[config.mk]
export PLATFORM = sky130hd
export DESIGN_NAME = load_store_unit
export DESIGN_NICKNAME = d
export VERILOG_FILES = /design/src/rtl/load_store_unit_pkg.sv /design/src/rtl/load_store_unit_load_align.sv /design/src/rtl/load_store_unit.sv
export SDC_FILE = /design/constraint.sdc
export NUM_CORES = 1
export LEC_CHECK = 0
export ABC_AREA = 1
export ABC_CLOCK_PERIOD_IN_PS = 6800
export CAP_MARGIN = 10
export CORE_MARGIN = 2
export CORE_UTILIZATION = 66
export DETAILED_ROUTE_END_ITERATION = 16
export DONT_BUFFER_PORTS = 1
export HOLD_SLACK_MARGIN = 0.1
export PLACE_DENSITY = 0.9
export SLEW_MARGIN = 20
export SYNTH_ARGS = -nofsm -noshare
export SYNTH_HDL_FRONTEND = slang
export SYNTH_SLANG_ARGS = --single-unit
export TNS_END_PERCENT = 100
[constraint.sdc]
create_clock -name clock -period 6.8 [get_ports clock]
set_clock_uncertainty 0.15 [all_clocks]
set_input_delay 1.36 -clock clock [delete_from_list [all_inputs] [get_ports clock]]
set_output_delay 1.36 -clock clock [all_outputs]
set_load 0.01 [all_outputs]
[src/rtl/load_store_unit_pkg.sv]
// Shared opcode definitions for the memory path.
//   mem_width_t   : access size encoding used by fetch_stage and load_store_unit
//   is_misaligned : true when a request cannot be issued to the word bus
package load_store_unit_pkg;

  typedef enum logic [1:0] {
    MEM_BYTE = 2'b00,
    MEM_HALF = 2'b01,
    MEM_WORD = 2'b10
  } mem_width_t;

  // Width 2'b11 is not a legal size and is reported like a misalignment.
  function automatic logic is_misaligned(input logic [1:0] width,
                                         input logic [1:0] off);
    case (width)
      MEM_BYTE: is_misaligned = 1'b0;
      MEM_HALF: is_misaligned = off[0];
      MEM_WORD: is_misaligned = |off;
      default:  is_misaligned = 1'b1;
    endcase
  endfunction

endpackage

[src/rtl/load_store_unit_load_align.sv]
// load_align: picks the addressed byte/half/word out of a bus read word and
// sign- or zero-extends it to 32 bits. Purely combinational.
//   width       : access size (mem_width_t)
//   off         : byte offset within the word (address bits [1:0])
//   sign_extend : 1 = sign-extend sub-word values, 0 = zero-extend
//   word        : raw word returned by the bus
//   value       : formatted load result
module load_align
  import load_store_unit_pkg::*;
(
  input  mem_width_t  width,
  input  logic [1:0]  off,
  input  logic        sign_extend,
  input  logic [31:0] word,
  output logic [31:0] value
);

  logic [7:0]  byte_sel;
  logic [15:0] half_sel;

  // Half accesses are known aligned, so only off[1] picks the half.
  assign byte_sel = word[{off, 3'b000} +: 8];
  assign half_sel = word[{off[1], 4'b0000} +: 16];

  // NOTE: every output of an always_comb gets a value on every path (here via
  // the default arm); a missed path silently infers a latch.
  always_comb begin
    case (width)
      MEM_BYTE: value = {{24{sign_extend & byte_sel[7]}}, byte_sel};
      MEM_HALF: value = {{16{sign_extend & half_sel[15]}}, half_sel};
      default:  value = word;
    endcase
  end

endmodule

[src/rtl/load_store_unit.sv]
// load_store_unit: multi-cycle data-memory access unit behind the execute stage.
// Accepts one load/store per handshake, rejects misaligned or illegal-width
// requests without touching the bus, drives an ack-based word bus with byte
// strobes, and returns a formatted load value or a fault. Bus accesses that
// see no ack for TIMEOUT cycles are abandoned with a fault.
//   clock, reset        : rising-edge clock, asynchronous active-high reset
//   req_*               : request handshake from execute (ready only in IDLE)
//   resp_valid          : one-cycle completion pulse
//   resp_rdata/fault    : registered result, held until the next completion
//   bus_req/we/addr     : bus access control, stable for the whole access
//   bus_wstrb/wdata     : lane strobes and lane-replicated store data
//   bus_ack/rdata       : bus completion and read data
module load_store_unit
  import load_store_unit_pkg::*;
#(
  parameter int XLEN    = 32,
  parameter int TIMEOUT = 16
) (
  input  logic            clock,
  input  logic            reset,
  input  logic            req_valid,
  output logic            req_ready,
  input  logic            req_write,
  input  logic [XLEN-1:0] req_addr,
  input  logic [XLEN-1:0] req_wdata,
  input  logic [1:0]      req_width,
  input  logic            req_sign_extend,
  output logic            resp_valid,
  output logic [XLEN-1:0] resp_rdata,
  output logic            resp_fault,
  output logic            bus_req,
  output logic            bus_we,
  output logic [XLEN-1:0] bus_addr,
  output logic [3:0]      bus_wstrb,
  output logic [XLEN-1:0] bus_wdata,
  input  logic            bus_ack,
  input  logic [XLEN-1:0] bus_rdata
);

  typedef enum logic [1:0] {
    IDLE = 2'b00,
    BUS  = 2'b01,
    RESP = 2'b10
  } state_t;

  localparam int CW = $clog2(TIMEOUT + 1);

  state_t          state, next_state;
  logic [CW-1:0]   count;
  logic            lat_write;
  logic [XLEN-1:0] lat_addr;
  logic [XLEN-1:0] lat_wdata;
  mem_width_t      lat_width;
  logic            lat_sign;

  logic            accept;
  logic            reject;
  logic            timeout_hit;
  logic [XLEN-1:0] load_value;
  logic [1:0]      off;

  assign off = lat_addr[1:0];

  // ---------------------------------------------------------------- FSM ----
  // NOTE: sequential state uses non-blocking (<=) so every register samples
  // pre-edge values; blocking here would create order-dependent races.
  always_ff @(posedge clock or posedge reset) begin
    if (reset) state <= IDLE;
    else       state <= next_state;
  end

  always_comb begin
    next_state  = state;
    req_ready   = 1'b0;
    bus_req     = 1'b0;
    resp_valid  = 1'b0;
    accept      = 1'b0;
    reject      = 1'b0;
    timeout_hit = 1'b0;
    case (state)
      IDLE: begin
        req_ready = 1'b1;
        if (req_valid) begin
          accept = 1'b1;
          if (is_misaligned(req_width, req_addr[1:0])) begin
            reject     = 1'b1;
            next_state = RESP;
          end else begin
            next_state = BUS;
          end
        end
      end
      BUS: begin
        bus_req = 1'b1;
        // An ack in the final allowed cycle still completes the access.
        if (bus_ack) begin
          next_state = RESP;
        end else if (count == CW'(TIMEOUT - 1)) begin
          timeout_hit = 1'b1;
          next_state  = RESP;
        end
      end
      RESP: begin
        resp_valid = 1'b1;
        next_state = IDLE;
      end
      default: next_state = IDLE;
    endcase
  end

  // ------------------------------------------------------------ datapath ---
  always_ff @(posedge clock or posedge reset) begin
    if (reset) begin
      count      <= '0;
      lat_write  <= 1'b0;
      lat_addr   <= '0;
      lat_wdata  <= '0;
      lat_width  <= MEM_BYTE;
      lat_sign   <= 1'b0;
      resp_rdata <= '0;
      resp_fault <= 1'b0;
    end else begin
      if (accept) begin
        count     <= '0;
        lat_write <= req_write;
        lat_addr  <= req_addr;
        lat_wdata <= req_wdata;
        lat_width <= mem_width_t'(req_width);
        lat_sign  <= req_sign_extend;
      end
      if (state == BUS && !bus_ack) count <= count + 1'b1;

      if (reject || timeout_hit) begin
        resp_rdata <= '0;
        resp_fault <= 1'b1;
      end else if (state == BUS && bus_ack) begin
        resp_rdata <= lat_write ? '0 : load_value;
        resp_fault <= 1'b0;
      end
    end
  end

  load_align u_load_align (
    .width       (lat_width),
    .off         (off),
    .sign_extend (lat_sign),
    .word        (bus_rdata),
    .value       (load_value)
  );

  // ------------------------------------------------------------ bus side ---
  assign bus_we   = lat_write;
  assign bus_addr = {lat_addr[XLEN-1:2], 2'b00};

  always_comb begin
    bus_wdata = lat_wdata;
    bus_wstrb = 4'b1111;
    case (lat_width)
      MEM_BYTE: begin
        bus_wdata = {4{lat_wdata[7:0]}};
        bus_wstrb = 4'b0001 << off;
      end
      MEM_HALF: begin
        bus_wdata = {2{lat_wdata[15:0]}};
        bus_wstrb = 4'b0011 << off;
      end
      default: begin
        bus_wdata = lat_wdata;
        bus_wstrb = 4'b1111;
      end
    endcase
    if (!lat_write) bus_wstrb = 4'b0000;
  end

endmodule

==> impl_metrics.py, run 1 <==
metrics = {
    "outcome": {
        "status": "finished, final reports clean",
    },
    "cts": {
        "clk_pin_slew_worst_paths_ns": 0.10,
        "cts_root_buf": "clkbuf_8",
        "post_cts_resize_count": 0,
        "hold_buffers": 0,
        "htree_levels": 3,
        "tritoncts": "built",
        "cts_max_path_buffers": 2,
        "post_cts_buffers": 0,
        "cts.sinks": 108,
        "cts_buffers": 9,
        "clkLatencyLatePin_ns": 0.37,
    },
    "worst_setup_path": {
        "required_ns": 5.29,
        "r2r_cells": 10,
        "path_max_fanout": 27,
        "critPathLaunchType": "flop",
        "crit_type": "reg -> out",
        "crit_arrival_ns": 2.69,
        "cp-end-kind": "output port",
    },
    "drt": {
        "detail-route-antenna-nets": 0,
        "highest-signal-layer": "met4",
        "dr_wl_met3_um": 1130,
        "vias": 4397,
        "wl_per_cell_um": 19.3,
        "via_per_inst": 6.11,
        "drt_iter0_markers": 276,
        "drt-total-wl_um": 13900,
        "wl_met1_um": 5730,
        "drcViolationCount": 0,
        "route.met2.wl_um": 6730,
        "dr.pass1.iters": 5,
    },
    "grt": {
        "grt_use_total": 0.288,
        "grt_pass1_vias": 4222,
        "grt_max_degree": 83,
        "grt_remaining_overflow": 0,
        "grt_pass1_wl_um": 22500,
        "antenna_found_initial": 1,
    },
    "floorplanning": {
        "fp-row-count": 34,
        "die_height_um": 98.4,
        "core_sq_um": 8680,
        "ios": 209,
        "die_w_um": 98.4,
        "dieArea_sq_um": 9680,
        "start_util": 0.678,
    },
    "worst_hold_path": {
        "hold_path_class": "reg -> reg",
        "min_path_cells": 1,
    },
    "timing": {
        "setup_violations": 0,
        "fin_crit_sh": 0.618,
        "rsz0062_at_grt": "false",
        "worst_slew_pin_slew_ns": 1.04,
        "timing.fmax_mhz": 238,
        "hold_violations": 0,
        "setup_ws_ns": 2.60,
        "period_minus_slack_ns": 4.20,
        "slew_viol_final": 0,
        "fin_tns_setup_ns": 0,
        "max_slew_margin": 0.309,
    },
    "layout": {
        "final_nets": 712,
        "final_core_util": 0.656,
        "area_delta_synth_final_pct": -3.17,
        "drive_above_1_share": 0.144,
        "fillers": 729,
    },
    "logic_synthesis": {
        "yosys_register_bits": 108,
        "syn_area_per_cell_sq_um": 8.80,
        "yosys_warnings": 0,
        "ys_types": 32,
        "synth_cells": 668,
        "synth_area_sq_um": 5880,
        "yosysSeqAreaShare": 0.460,
    },
    "place": {
        "numPortBuffers": 0,
        "place_ws_ns": 3.06,
        "dp_hpwl_um": 10100,
        "gp_congestion": 0.922,
    },
    "pwr": {
        "vdd_ir_drop_max_mv": 0.339,
        "cellPowerDensity_nw_per_um2": 488,
        "p_total_mw": 2.78,
        "power_leakage_nw": 2.98,
    },
    "run": {
        "maxCapViolations": 0,
    },
}
layout by cell type, fill, tap and decap left out, types with 2 or more instances in the layout:
master / n
nand2_1: 180
dfrtp_1: 108
inv_1: 46
a21oi_1: 43
nor2_1: 35
nand4_1: 32
o21ai_0: 28
mux2_2: 24
mux2_4: 23
nand3_1: 20
nor3_1: 9
clkbuf_8: 9
o211ai_1: 8
inv_2: 7
nand2_4: 6
inv_6: 5
o22ai_1: 4
nor2_4: 3
buf_4: 3
nand2_2: 2
ha_1: 2
conb_1: 2
final cells by class:
cell class	count	area, sq um	share of cell area
diodes	1	2.50	0.000439
clock buffers	10	128	0.0224
clock inverters	6	62.6	0.0110
inverters	55	214	0.0376
multi-input cells	428	2420	0.424
flip-flops and latches	108	2700	0.475
well taps	108	135	0.0237
repair buffers	4	33.8	0.00593
flip-flops by register name, indices dropped and copies added (netlist names):
name        flops
bus_we          1
count           5
lat_addr       32
lat_sign        1
lat_wdata      32
lat_width       2
resp_fault      1
resp_rdata     32
state           2
final timing paths:
check                                          startpoint                          to  slack, ns
worst max-delay path             lat_width[1]$_DFFE_PP0P_                bus_wstrb[2]       2.60
worst min-delay path            lat_wdata[26]$_DFFE_PP0P_   lat_wdata[26]$_DFFE_PP0P_       0.37
worst max register to register   lat_width[1]$_DFFE_PP0P_  resp_rdata[31]$_DFFE_PP0P_       4.28
worst min register to register  lat_wdata[26]$_DFFE_PP0P_   lat_wdata[26]$_DFFE_PP0P_       0.37
max in group asynchronous                           reset    lat_width[0]$_DFFE_PP0P_       4.52
min in group asynchronous                           reset    lat_addr[20]$_DFFE_PP0P_       0.72
power by group:
| group | switching (mW) | internal (mW) |
|---|---|---|
| combinational | 0.706 | 0.429 |
| sequential | 0.344 | 0.919 |
| clock | 0.234 | 0.145 |
| total | 1.28 | 1.49 |
Yosys cell counts:
library cell  instances  area (sq um)
buf_2                15          75.1
ha_1                  2          25.0
o211ai_1              8          60.1
nor2_2                1          6.26
xor2_1                1          8.76
o21ai_0              28           140
buf_1                 2          7.51
nor2_1               35           131
nor2_4                3          33.8
nand4_1              32           200
clkbuf_1              7          26.3
nand3_1              20           100
inv_1                47           176
o22ai_1               4          25.0
mux2_2               24           270
conb_1                1          3.75
inv_2                 7          26.3
nor3_1                9          45.0
nand2_1             180           676
dfrtp_1             108          2700
a211oi_1              1          7.51
buf_6                12           135
a22oi_1               1          7.51
nand2_4               5          56.3
inv_6                 1          8.76
mux2_4               23           345
nand3_4               1          17.5
nand2_2               3          18.8
a21oi_1              43           215
buf_4                42           315
and2_1                1          6.26
nand3b_1              1          7.51
per-layer routing:
metal	global-route usage	vias to the layer above
met4	0.0969	0
met1	0.388	2107
li1	-	2011
met3	0.0702	36
met2	0.463	243
met5	0	-
worst max-delay path, stage by stage (launching register included):
cell and delay [ns]:
dfrtp_1 0.81, buf_4 0.37, nor2_4 0.18, nor2_4 0.39
nor2_1 0.08, a211oi_1 0.49
logic make-up (layout without fill, tap and decap cells):
logic type | Yosys count | count (layout) | synth area share
other cells | 1 | 3 | 0.000638
compound gates | 85 | 85 | 0.0774
mux | 47 | 47 | 0.105
fa+ha+maj | 2 | 2 | 0.00425
simple gates | 291 | 291 | 0.221
xor+xnor | 1 | 1 | 0.00149
flops | 108 | 108 | 0.460
buf+inv | 133 | 75 | 0.131
through the flow:
stage	area (sq um)	cells	hold WS [ns]
after floorplan	5880	669	0.330
after global placement	5490	702	0.343
after detailed placement	5490	702	0.345
after CTS	5680	718	0.371
after global routing	5690	720	0.383
final	5690	720	0.370
Power figures use the tool's default switching activity.
==> run 2: changes to the inputs <==
- ABC_CLOCK_PERIOD_IN_PS: 6800 -> 3600
- CORE_UTILIZATION: 66 -> 58
- PLACE_DENSITY: 0.9 -> 0.84
- clock period: 6.8 -> 3.6 ns (I/O delays scaled with it)
==> run 2 against run 1 <==
Effect of this change:
- sequential share of layout area decreased by 0.96 points
- setup slack got worse by 2.2 ns
- flip-flop and latch count unchanged
- total power increased by 91%
- final area increased by 2.1%
- non-clock buffer count increased by 6
- register-to-register slack got worse by 3.0 ns
- wire length increased by 0.96%
- hold slack got worse by 0.27 ns
- combinational power increased by 91%
- critical path type unchanged
- critical endpoint unchanged
- largest cell class unchanged
==> impl_metrics.py, run 2 (same netlist as run 1, synthesis figures left out) <==
metrics = {
    "drt": {
        "wl_per_cell_um": 18.7,
        "via_per_inst": 5.77,
        "drcViolationCount": 0,
        "detail-route-antenna-nets": 0,
        "dr.pass1.iters": 5,
        "vias": 4328,
        "drt_iter0_markers": 386,
        "drt-total-wl_um": 14100,
    },
    "floorplanning": {
        "ios": 209,
        "start_util": 0.599,
        "dieArea_sq_um": 11000,
        "fp-row-count": 36,
        "core_sq_um": 9820,
        "die_height_um": 105,
        "die_w_um": 105,
    },
    "pwr": {
        "cellPowerDensity_nw_per_um2": 910,
        "power_leakage_nw": 3.02,
        "p_total_mw": 5.29,
        "seqPwrFrac": 0.449,
        "power.net_switching_mw": 2.38,
        "p_int_mw": 2.91,
        "vdd_ir_drop_max_mv": 0.497,
        "sw_frac_of_total": 0.451,
        "power_frac_comb": 0.412,
        "power_frac_clock": 0.139,
    },
    "timing": {
        "timing.fmax_mhz": 316,
        "rsz0062_at_grt": "false",
        "whs_ns": 0.102,
        "period_minus_slack_ns": 3.17,
        "setup_violations": 0,
        "max_slew_margin": 0.473,
        "fin_tns_setup_ns": 0,
        "worst_slew_pin_slew_ns": 0.790,
        "hold_violations": 0,
        "fin_crit_sh": 0.880,
        "slew_viol_final": 0,
    },
    "layout": {
        "fillers": 890,
        "instances_no_fill": 750,
        "antennaDiodeCount": 0,
        "final_nets": 718,
        "multi_input_area_sq_um": 2420,
        "area_delta_synth_final_pct": -1.17,
        "layout_commonest_cell": "nand2_1",
        "drive_above_1_share": 0.151,
        "final_cell_mix": "180 x nand2_1, 108 x dfrtp_1, 46 x inv_1",
        "register_area_sq_um": 2700,
        "final_core_util": 0.592,
        "reg_top3": "lat_addr x32, lat_wdata x32, resp_rdata x32",
    },
    "cts": {
        "tritoncts": "built",
        "clkLatencyLatePin_ns": 0.38,
        "cts_max_path_buffers": 2,
        "cts_buffers": 9,
        "htree_levels": 3,
        "cts_root_buf": "clkbuf_8",
        "post_cts_resize_count": 0,
        "clk_pin_slew_worst_paths_ns": 0.10,
        "hold_buffers": 0,
        "post_cts_buffers": 0,
        "cts.sinks": 108,
    },
    "place": {
        "numPortBuffers": 0,
        "gp_congestion": 0.956,
        "dp_hpwl_um": 10300,
        "place_inst": 733,
    },
    "outcome": {
        "status": "finished, final reports clean",
    },
    "worst_setup_path": {
        "crit_arrival_ns": 2.30,
        "cp-end-kind": "output port",
        "required_ns": 2.73,
        "critPathLaunchType": "flop",
        "crit_type": "reg -> out",
        "r2r_slack_ns": 1.30,
        "path_max_fanout": 22,
    },
    "grt": {
        "grt_remaining_overflow": 0,
        "grt_pass1_vias": 4255,
        "grt_max_degree": 61,
        "grt_use_total": 0.261,
        "antenna_found_initial": 0,
        "grt_pass1_wl_um": 22500,
    },
    "worst_hold_path": {
        "hold_path_class": "in -> async",
    },
    "run": {
        "maxCapViolations": 0,
    },
}
run 2: cell types whose count changed in the layout (fill, tap and decap cells not counted), sizes merged:
cell and change:
buf +6, inv -4, clkinvlp +2, bufinv +1, clkbuf +1, diode -1
run 2: path summary, 6_finish.rpt:
path | startpoint | end | depth (start not counted)
worst max-delay path | lat_width[1]$_DFFE_PP0P_ | bus_wstrb[2] | 5
worst min-delay path | reset | count[2]$_DFFE_PP0P_ | 1
worst max register to register | lat_width[1]$_DFFE_PP0P_ | resp_rdata[19]$_DFFE_PP0P_ | 9
worst min register to register | lat_wdata[16]$_DFFE_PP0P_ | lat_wdata[16]$_DFFE_PP0P_ | 1
max in group asynchronous | reset | resp_rdata[11]$_DFFE_PP0P_ | 3
min in group clock | req_wdata[30] | lat_wdata[30]$_DFFE_PP0P_ | 1
run 2: power by group through the flow:
stage | logic (mW) | clock network (mW) | registers (mW)
after floorplan | 2.37 | 0 | 2.06
after global placement | 2.10 | 0 | 2.37
after detailed placement | 2.17 | 0 | 2.39
after CTS | 2.18 | 0.756 | 2.38
after global routing | 2.43 | 0.802 | 2.44
final | 2.18 | 0.738 | 2.37
run 2: per-stage QoR:
step	setup slack, ns	cell area (sq um)
after CTS	0.443	5780
after global placement	0.971	5590
after detailed placement	0.875	5590
after floorplan	1.43	5890
final	0.432	5810
after global routing	0.258	5810
run 2: layout make-up:
class	count	share of cell area
multi-input combinational	428	0.416
clock inverter	5	0.0103
clock buffer	11	0.0226
inverter	55	0.0370
timing repair buffer	10	0.0207
tap	133	0.0286
sequential	108	0.465
run 2: worst max-delay path: stages, from the launching register on:
cell      delay (ns)
dfrtp_1         0.87
nor2_2          0.19
nor2_4          0.34
nor2_1          0.08
a211oi_1        0.26
buf_4           0.19
run 2: metal layers:
layer	wire [um]	up-vias	track usage
met5	0	-	0
met4	369	0	0.102
met3	1220	26	0.0848
met2	6700	231	0.419
met1	5760	2053	0.329
li1	-	2018	-
==> run 3: changes to the inputs <==
- GPL_TIMING_DRIVEN: unset -> 0
- REMOVE_ABC_BUFFERS: unset -> 1
==> run 3 against run 2 <==
Effect of this change:
- fmax decreased by 9.1%
- critical path type unchanged
- global-route usage decreased by 0.073 points
- largest cell class unchanged
- sequential power about the same
- final area decreased by 0.22%
==> impl_metrics.py, run 3 (same netlist as run 1, synthesis figures left out) <==
metrics = {
    "timing": {
        "max_slew_margin": 0.492,
        "hold_violations": 0,
        "setup_violations": 0,
        "slew_viol_final": 0,
        "rsz0062_at_grt": "false",
        "fin_crit_sh": 0.968,
        "whs_ns": 0.331,
        "timing.fmax_mhz": 287,
        "worst_slew_pin_slew_ns": 0.760,
        "period_minus_slack_ns": 3.48,
    },
    "cts": {
        "clk_pin_slew_worst_paths_ns": 0.11,
        "cts.sinks": 108,
        "cts_root_buf": "clkbuf_8",
        "tritoncts": "built",
        "htree_levels": 3,
        "cts_buffers": 9,
        "cts_max_path_buffers": 2,
        "clkLatencyLatePin_ns": 0.38,
        "post_cts_buffers": 0,
    },
    "drt": {
        "drt-total-wl_um": 14000,
        "vias": 4374,
        "dr.pass1.iters": 5,
        "drcViolationCount": 0,
        "drt_iter0_markers": 292,
        "via_per_inst": 5.87,
        "wl_per_cell_um": 18.7,
        "detail-route-antenna-nets": 0,
    },
    "worst_setup_path": {
        "path_cells": "inv_1, nor2_2, nor2_4, nor2_1, a211oi_1",
        "path_max_fanout": 23,
        "cp.depth": 5,
        "crit_type": "reg -> out",
        "r2r_slack_ns": 1.32,
        "rr_startpoint": "lat_addr[1]$_DFFE_PP0P_",
        "crit_buf_inv": 1,
        "cp-end-kind": "output port",
        "r2r-end": "resp_rdata[10]$_DFFE_PP0P_",
        "cpPeakStageDelay_ns": 0.60,
        "r2r_cells": 7,
        "startpoint": "lat_addr[1]$_DFFE_PP0P_",
        "cp_slowest_cell": "inv_1",
        "required_ns": 2.73,
        "critPathTopFamily": "simple AND/OR/NAND/NOR gates",
        "crit_arrival_ns": 2.61,
        "critPathLaunchType": "flop",
        "critical_path.endpoint": "bus_wstrb[2]",
    },
    "layout": {
        "final_cell_mix": "180 x nand2_1, 107 x dfrtp_1, 46 x inv_1",
        "layout_commonest_cell": "nand2_1",
        "drive_above_1_share": 0.145,
        "antennaDiodeCount": 0,
        "multi_input_area_sq_um": 2420,
        "fillers": 863,
        "final_nets": 713,
        "register_area_sq_um": 2700,
        "reg_top3": "lat_addr x32, lat_wdata x32, resp_rdata x32",
        "area_delta_synth_final_pct": -1.38,
    },
    "grt": {
        "grt_use_total": 0.260,
        "grt_remaining_overflow": 0,
        "grt_pass1_vias": 4419,
        "antenna_found_initial": 0,
        "grt_pass1_wl_um": 22500,
        "grt_max_degree": 67,
    },
    "pwr": {
        "power_leakage_nw": 3.01,
        "p_total_mw": 5.34,
        "cellPowerDensity_nw_per_um2": 921,
        "vdd_ir_drop_max_mv": 0.555,
    },
    "place": {
        "gp_congestion": 0.865,
        "numPortBuffers": 0,
        "dp_hpwl_um": 9860,
    },
    "floorplanning": {
        "fp-row-count": 36,
        "core_sq_um": 9820,
        "die_height_um": 105,
        "ios": 209,
        "start_util": 0.599,
        "dieArea_sq_um": 11000,
        "die_w_um": 105,
    },
    "run": {
        "maxCapViolations": 0,
    },
    "worst_hold_path": {
        "hold_path_class": "in -> reg",
    },
    "outcome": {
        "status": "finished, final reports clean",
    },
}
==> run 3: report_power, final <==
part	total [mW]	internal, mW	switching [mW]
logic	2.21	0.835	1.38
registers	2.37	1.74	0.629
clock network	0.760	0.343	0.417
total	5.34	2.92	2.42
==> run 3: how the worst min path moves through the flow <==
stage | cells past startpoint | endpoint | slack (ns) | startpoint
after floorplan | 1 | lat_wdata[31]$_DFFE_PP0P_ | 0.33 | lat_wdata[31]$_DFFE_PP0P_
after global placement | 1 | lat_wdata[18]$_DFFE_PP0P_ | 0.34 | lat_wdata[18]$_DFFE_PP0P_
after detailed placement | 1 | lat_wdata[29]$_DFFE_PP0P_ | 0.35 | lat_wdata[29]$_DFFE_PP0P_
after CTS | 1 | lat_addr[7]$_DFFE_PP0P_ | 0.32 | req_addr[7]
after global routing | 1 | lat_addr[8]$_DFFE_PP0P_ | 0.31 | req_addr[8]
final | 1 | lat_addr[7]$_DFFE_PP0P_ | 0.33 | req_addr[7]
==> run 3: timing repair <==
action,CTS,global route
hold endpoints to repair,42,0
gates resized for setup,0,0
hold buffers,1,0
==> run 3: through the flow <==
stage                     setup WS, ns  utilization  instance area (sq um)  std cells  TNS [ns]
final                            0.116        0.591                   5800        745         0
after global routing           0.00931        0.591                   5800        745         0
after CTS                        0.173        0.591                   5800        745         0
after detailed placement         0.594        0.569                   5590        728         0
after global placement          -0.981        0.559                   5490        724   -108.36
after floorplan                 -0.116            -                   5330        591    -12.48
==> run 3: routing by layer <==
layer,vias to the layer above,wire [um],global-route usage,part of all wire
li1,2014,-,-,-
met1,2077,5100,0.303,0.37
met2,247,6750,0.425,0.48
met3,36,1620,0.0917,0.12
met4,0,484,0.132,0.035
met5,-,0,0,0
==> run 3: final cells by class <==
type | instances | area share
inverter | 55 | 0.0373
multi-input combinational | 428 | 0.417
sequential | 108 | 0.466
tap | 133 | 0.0287
clock buffer | 11 | 0.0244
timing repair buffer | 5 | 0.0166
clock inverter | 5 | 0.0101
